<file path="src/rtl/log_norm.sv">
// Log-domain front-end normaliser: subtracts the ln(k/2) mixture correction, then
// left-shifts one bit per cycle until the MSB is set. Reports the shift count.
module log_norm #(
    parameter int WIDTH    = 21,
    parameter int MAXSHIFT = 15,
    parameter int CNTW     = 4
) (
    input  logic             clk,
    input  logic             reset,
    input  logic             start,
    input  logic [WIDTH-1:0] data_in,
    input  logic [2:0]       mixture_num,
    output logic             busy,
    output logic             done,
    output logic [WIDTH-1:0] norm_out,
    output logic [CNTW-1:0]  shift_num,
    output logic             zero,
    output logic             underflow
);

    typedef enum logic [1:0] {IDLE, SUB, NORM, DONE} state_t;

    localparam logic [CNTW-1:0] CNT_MAX = CNTW'(MAXSHIFT);

    // ln(k/2) in Q15; entries 0 and 1 carry no correction
    function automatic logic [WIDTH-1:0] ln_const(input logic [2:0] m);
        case (m)
            3'd2:    ln_const = WIDTH'(20'h033E6);
            3'd3:    ln_const = WIDTH'(20'h058B9);
            3'd4:    ln_const = WIDTH'(20'h07549);
            3'd5:    ln_const = WIDTH'(20'h08C9F);
            3'd6:    ln_const = WIDTH'(20'h0A05A);
            3'd7:    ln_const = WIDTH'(20'h0B172);
            default: ln_const = '0;
        endcase
    endfunction

    state_t           state_q, state_d;
    logic [WIDTH-1:0] din_q, din_d;
    logic [2:0]       mix_q, mix_d;
    logic [WIDTH-1:0] work_q, work_d;
    logic [CNTW-1:0]  cnt_q, cnt_d;
    logic             zr_q, zr_d;
    logic             uf_q, uf_d;
    logic             busy_q, busy_d;
    logic             done_q, done_d;
    logic [WIDTH-1:0] norm_q, norm_d;
    logic [CNTW-1:0]  shift_q, shift_d;
    logic             zero_q, zero_d;
    logic             under_q, under_d;

    // Extra top bit holds the borrow of the subtraction
    logic [WIDTH:0]   diff;

    assign diff = {1'b0, din_q} - {1'b0, ln_const(mix_q)};

    always_comb begin
        state_d = state_q;
        din_d   = din_q;
        mix_d   = mix_q;
        work_d  = work_q;
        cnt_d   = cnt_q;
        zr_d    = zr_q;
        uf_d    = uf_q;
        done_d  = 1'b0;
        norm_d  = norm_q;
        shift_d = shift_q;
        zero_d  = zero_q;
        under_d = under_q;
        case (state_q)
            IDLE: begin
                if (start) begin
                    din_d   = data_in;
                    mix_d   = mixture_num;
                    cnt_d   = '0;
                    state_d = SUB;
                end
            end
            SUB: begin
                if (diff[WIDTH]) begin
                    work_d  = '0;
                    zr_d    = 1'b1;
                    uf_d    = 1'b1;
                    cnt_d   = CNT_MAX;
                    state_d = DONE;
                end else if (diff[WIDTH-1:0] == '0) begin
                    work_d  = '0;
                    zr_d    = 1'b1;
                    uf_d    = 1'b0;
                    cnt_d   = CNT_MAX;
                    state_d = DONE;
                end else begin
                    work_d  = diff[WIDTH-1:0];
                    zr_d    = 1'b0;
                    uf_d    = 1'b0;
                    state_d = NORM;
                end
            end
            NORM: begin
                if (work_q[WIDTH-1] || cnt_q == CNT_MAX) begin
                    state_d = DONE;
                end else begin
                    work_d = {work_q[WIDTH-2:0], 1'b0};
                    cnt_d  = cnt_q + 1'b1;
                end
            end
            DONE: begin
                // Results are published together with the done pulse
                done_d  = 1'b1;
                norm_d  = work_q;
                shift_d = cnt_q;
                zero_d  = zr_q;
                under_d = uf_q;
                state_d = IDLE;
            end
            default: state_d = IDLE;
        endcase
        busy_d = (state_d != IDLE);
    end

    always_ff @(posedge clk or posedge reset) begin
        if (reset) begin
            state_q <= IDLE;
            din_q   <= '0;
            mix_q   <= '0;
            work_q  <= '0;
            cnt_q   <= '0;
            zr_q    <= 1'b0;
            uf_q    <= 1'b0;
            busy_q  <= 1'b0;
            done_q  <= 1'b0;
            norm_q  <= '0;
            shift_q <= '0;
            zero_q  <= 1'b0;
            under_q <= 1'b0;
        end else begin
            state_q <= state_d;
            din_q   <= din_d;
            mix_q   <= mix_d;
            work_q  <= work_d;
            cnt_q   <= cnt_d;
            zr_q    <= zr_d;
            uf_q    <= uf_d;
            busy_q  <= busy_d;
            done_q  <= done_d;
            norm_q  <= norm_d;
            shift_q <= shift_d;
            zero_q  <= zero_d;
            under_q <= under_d;
        end
    end

    assign busy      = busy_q;
    assign done      = done_q;
    assign norm_out  = norm_q;
    assign shift_num = shift_q;
    assign zero      = zero_q;
    assign underflow = under_q;

endmodule

</file>
<file path="config.mk">
export PLATFORM = sky130hd
export DESIGN_NAME = log_norm
export DESIGN_NICKNAME = d
export VERILOG_FILES = /design/src/rtl/log_norm.sv
export SDC_FILE = /design/constraint.sdc
export NUM_CORES = 1
export LEC_CHECK = 0
export ABC_AREA = 1
export ABC_CLOCK_PERIOD_IN_PS = 2530
export CORE_MARGIN = 1.5
export CORE_UTILIZATION = 40
export DETAILED_ROUTE_END_ITERATION = 8
export GPL_TIMING_DRIVEN = 0
export PLACE_DENSITY_LB_ADDON = 0.15
export SYNTH_ARGS = -nofsm -noshare
export SYNTH_HDL_FRONTEND = slang
export SYNTH_SLANG_ARGS = --single-unit
</file>
<file path="constraint.sdc">
create_clock -name clk -period 2.53 [get_ports clk]
set_input_delay 0.506 -clock clk [delete_from_list [all_inputs] [get_ports clk]]
set_output_delay 0.506 -clock clk [all_outputs]
set_load 0.02 [all_outputs]
</file>
==> results.json <==
{
  "outcome": "complete, but fails checks",
  "violations": "negative setup slack",
  "pin_count": 56,
  "setup_slack_ns": -0.320,
  "cp_num_buf_inv": 4,
  "hp-class": "flip-flop to flip-flop",
  "finalSetupViolCount": 14,
  "grt_max_degree": 43,
  "min_from": "norm_out[12]$_DFFE_PP0P_",
  "worstReg2RegStart": "mix_q[2]$_DFFE_PP0P_",
  "cts_tree": "done",
  "cp_slowest_cell": "dfrtp_2",
  "dr_total_vias": 4596,
  "nNetsFinal": 791,
  "drt-total-wl_mm": 13.7,
  "post-route-min-period_ns": 2.85,
  "drv_slew": 0,
  "synth.yosys.seq_area_share": 0.412,
  "grt_pass1_vias": 4410,
  "fmax_mhz": 351,
  "crit_family": "simple AND/OR/NAND/NOR gates",
  "async_flop_share": 1.00,
  "worstPathCellList": "inv_4 > a21oi_4 > inv_2 > nor2_4 > nor2_2 > ha_4 > nand2_4 > inv_2 > nand2_1 > nand2_2 > inv_2 > nand3_2 > nand2_1 > nand2_1 > nand2_2 > nand3b_1 > nor2_1 > nand2_1 > nand2_4 > nand2_4 > nand2_1 > nand2_1",
  "fin_crit_sh": 1.13,
  "htreeDepth": 3,
  "hold_buffers": 0,
  "dp.cells": 871,
  "syn_inst": 647,
  "slowest_delay_ns": 0.51,
  "synth-edff-count": 0,
  "clock_latency_ns": 0.35,
  "multi_input_comb_area_um2": 3250,
  "grt_pass1_wl_mm": 21.5,
  "syn_to_final_growth_pct": 42.3,
  "timing.rr.end": "cnt_q[1]$_DFFE_PP0P_",
  "dp_slack_ns": -0.545,
  "post-dp-hpwl_mm": 9.90,
  "cts_buffer_depth": 2,
  "drt-pass1-iter-count": 4,
  "antenna_left": 0,
  "fin_cells": 914,
  "required_ns": 2.77,
  "antenna_found_initial": 0,
  "die_area_um2": 13100,
  "overflow": 0,
  "cp.arrival_ns": 3.09,
  "ys_types": 36,
  "wl_per_cell_um": 14.9,
  "whs_endpoint": "norm_out[12]$_DFFE_PP0P_",
  "r2r_cells": 22,
  "io_buffers": 55,
  "grt_use_total": 0.215,
  "gp_congestion": 0.862,
  "finalHoldViolCount": 0,
  "die_width_um": 115,
  "syn_nets": 697,
  "r2r_slack_ns": -0.32,
  "crit_path_end_kind": "flip-flop",
  "yosys_warnings": 0,
  "cp_max_fo": 7,
  "path_class": "flip-flop to flip-flop",
  "cts_buffers": 9,
  "worstMarginPinSlew_ns": 0.917,
  "post_synth_instance_area_um2": 4970,
  "clkTransAtPathRegs_ns": 0.06,
  "via_per_inst": 5.03,
  "max_cap_violations": 0,
  "critPathLaunchType": "flip-flop",
  "relSlewSlack": 0.388,
  "coreArea_um2": 12100,
  "avgSynthCellArea_um2": 7.69,
  "rsz0062_at_grt": "true",
  "post-route-drc-count": 0,
  "crit_top_cell": "nand2_1",
  "finClkSkew_ns": 0.00961,
  "synth-main-ff-cell": "dfrtp_1",
  "cts_root_buf": "clkbuf_16",
  "synth_seq_cells": 82,
  "cts_sinks": 82,
  "n_antenna_cell": 0,
  "drive_gt1_frac": 0.339,
  "min_path_cells": 1,
  "fp-row-count": 40,
  "seq_area_um2": 2050,
  "initial_core_util": 0.412,
  "first_iter_violations": 198,
  "fillers": 1094,
  "die-height_um": 115
}
## cell usage after synthesis (all sizes together) (2+ instances only)
cell	number	area (µm²)
xnor2	4	35.0
dfrtp	82	2050
nor2	75	292
a21oi	73	365
nand2	161	627
o21ai	10	50.0
inv	88	330
nand3b	7	52.6
buf	4	21.3
or2	2	12.5
mux2	35	394
clkbuf	13	50.0
nand3	46	240
ha	22	275
nand4	9	56.3
nor3	4	25.0
a22oi	4	30.0
## cells in the final DEF, fill, tap and decap left out, drive strengths merged, types with 10 or more instances in the layout
master,synthesis,final
dfrtp,82,82
nand2,161,161
nor2,75,75
clkbuf,13,23
nand3,46,46
mux2,35,35
clkdlybuf4s50,0,55
inv,88,87
ha,22,22
buf,4,33
o21ai,10,10
a21oi,73,73
## worst max path at each step
stage | startpoint | end | slack [ns] | cells after the start
CTS | mix_q[2]$_DFFE_PP0P_ | cnt_q[1]$_DFFE_PP0P_ | -0.28 | 23
detailed placement | mix_q[2]$_DFFE_PP0P_ | cnt_q[2]$_DFFE_PP0P_ | -0.55 | 20
global route | mix_q[2]$_DFFE_PP0P_ | cnt_q[1]$_DFFE_PP0P_ | -0.50 | 20
global placement | mix_q[1]$_DFFE_PP0P_ | cnt_q[0]$_DFFE_PP0P_ | -0.46 | 20
finish | mix_q[2]$_DFFE_PP0P_ | cnt_q[1]$_DFFE_PP0P_ | -0.32 | 22
floorplan | mix_q[2]$_DFFE_PP0P_ | cnt_q[2]$_DFFE_PP0P_ | 0.05 | 23
## worst reg2reg max path, stage by stage (launching register included)
cell and delay, ns:
dfrtp_2 0.51, inv_4 0.09, a21oi_4 0.14, inv_2 0.08
nor2_4 0.13, nor2_2 0.07, ha_4 0.33, nand2_4 0.08
inv_2 0.07, nand2_1 0.06, nand2_2 0.11, inv_2 0.06
nand3_2 0.10, nand2_1 0.09, nand2_1 0.09, nand2_2 0.08
nand3b_1 0.18, nor2_1 0.10, nand2_1 0.09, nand2_4 0.12
nand2_4 0.07, nand2_1 0.06, nand2_1 0.06
## metrics by stage
stage / TNS [ns] / cell area (µm²) / hold slack, ns / util
after global placement: -8.24 / 5740 / 0.486 / 0.476
after floorplan: 0 / 4980 / 0.444 / -
after CTS: -1.84 / 6460 / 0.509 / 0.535
after detailed placement: -9.53 / 5760 / 0.495 / 0.477
final: -2.27 / 7080 / 0.502 / 0.587
after global routing: -5.51 / 7080 / 0.521 / 0.587
## cell type report
| class | count | area share |
|---|---|---|
| Timing Repair Buffer | 84 | 0.115 |
| Buffer | 16 | 0.0110 |
| Clock inverter | 5 | 0.0120 |
| Sequential cell | 82 | 0.290 |
| Multi-Input combinational cell | 459 | 0.459 |
| Inverter | 89 | 0.0495 |
| Clock buffer | 11 | 0.0343 |
| Tap cell | 168 | 0.0297 |
## registers in the layout (all words and copies together) (netlist names)
signal	cells
done	1
busy	1
uf_q	1
cnt_q	4
mix_q	3
work_q	21
din_q	21
zero	1
norm_out	21
underflow	1
state_q	2
zr_q	1
shift_num	4
## cell families after synthesis
family,Yosys count,synth area share
AOI/OAI and AO/OA,90,0.0938
xor gates and xnor gates,5,0.00880
adders and majority gates,23,0.0594
buffers and inverters,106,0.0815
DFF,82,0.412
muxes,35,0.0792
and+or+nand+nor,306,0.265
## per-layer routing
metal | vias up | global-route usage | wire length, µm
met5 | - | 0 | 0
met4 | 0 | 0.0867 | 329
met3 | 18 | 0.0307 | 385
met2 | 71 | 0.356 | 6580
met1 | 2226 | 0.282 | 6370
li1 | 2281 | - | -
## repair_timing
item / 4_1_cts / 5_1_grt
cloned: 1 / 1
setup endpoints to repair: 29 / 29
setup buffers: 13 / 13
gates resized for setup: 82 / 128
pin swaps: 23 / 35
Power is not shown: default switching activity piles up to over one toggle a cycle in this logic, so the estimate is an artifact.
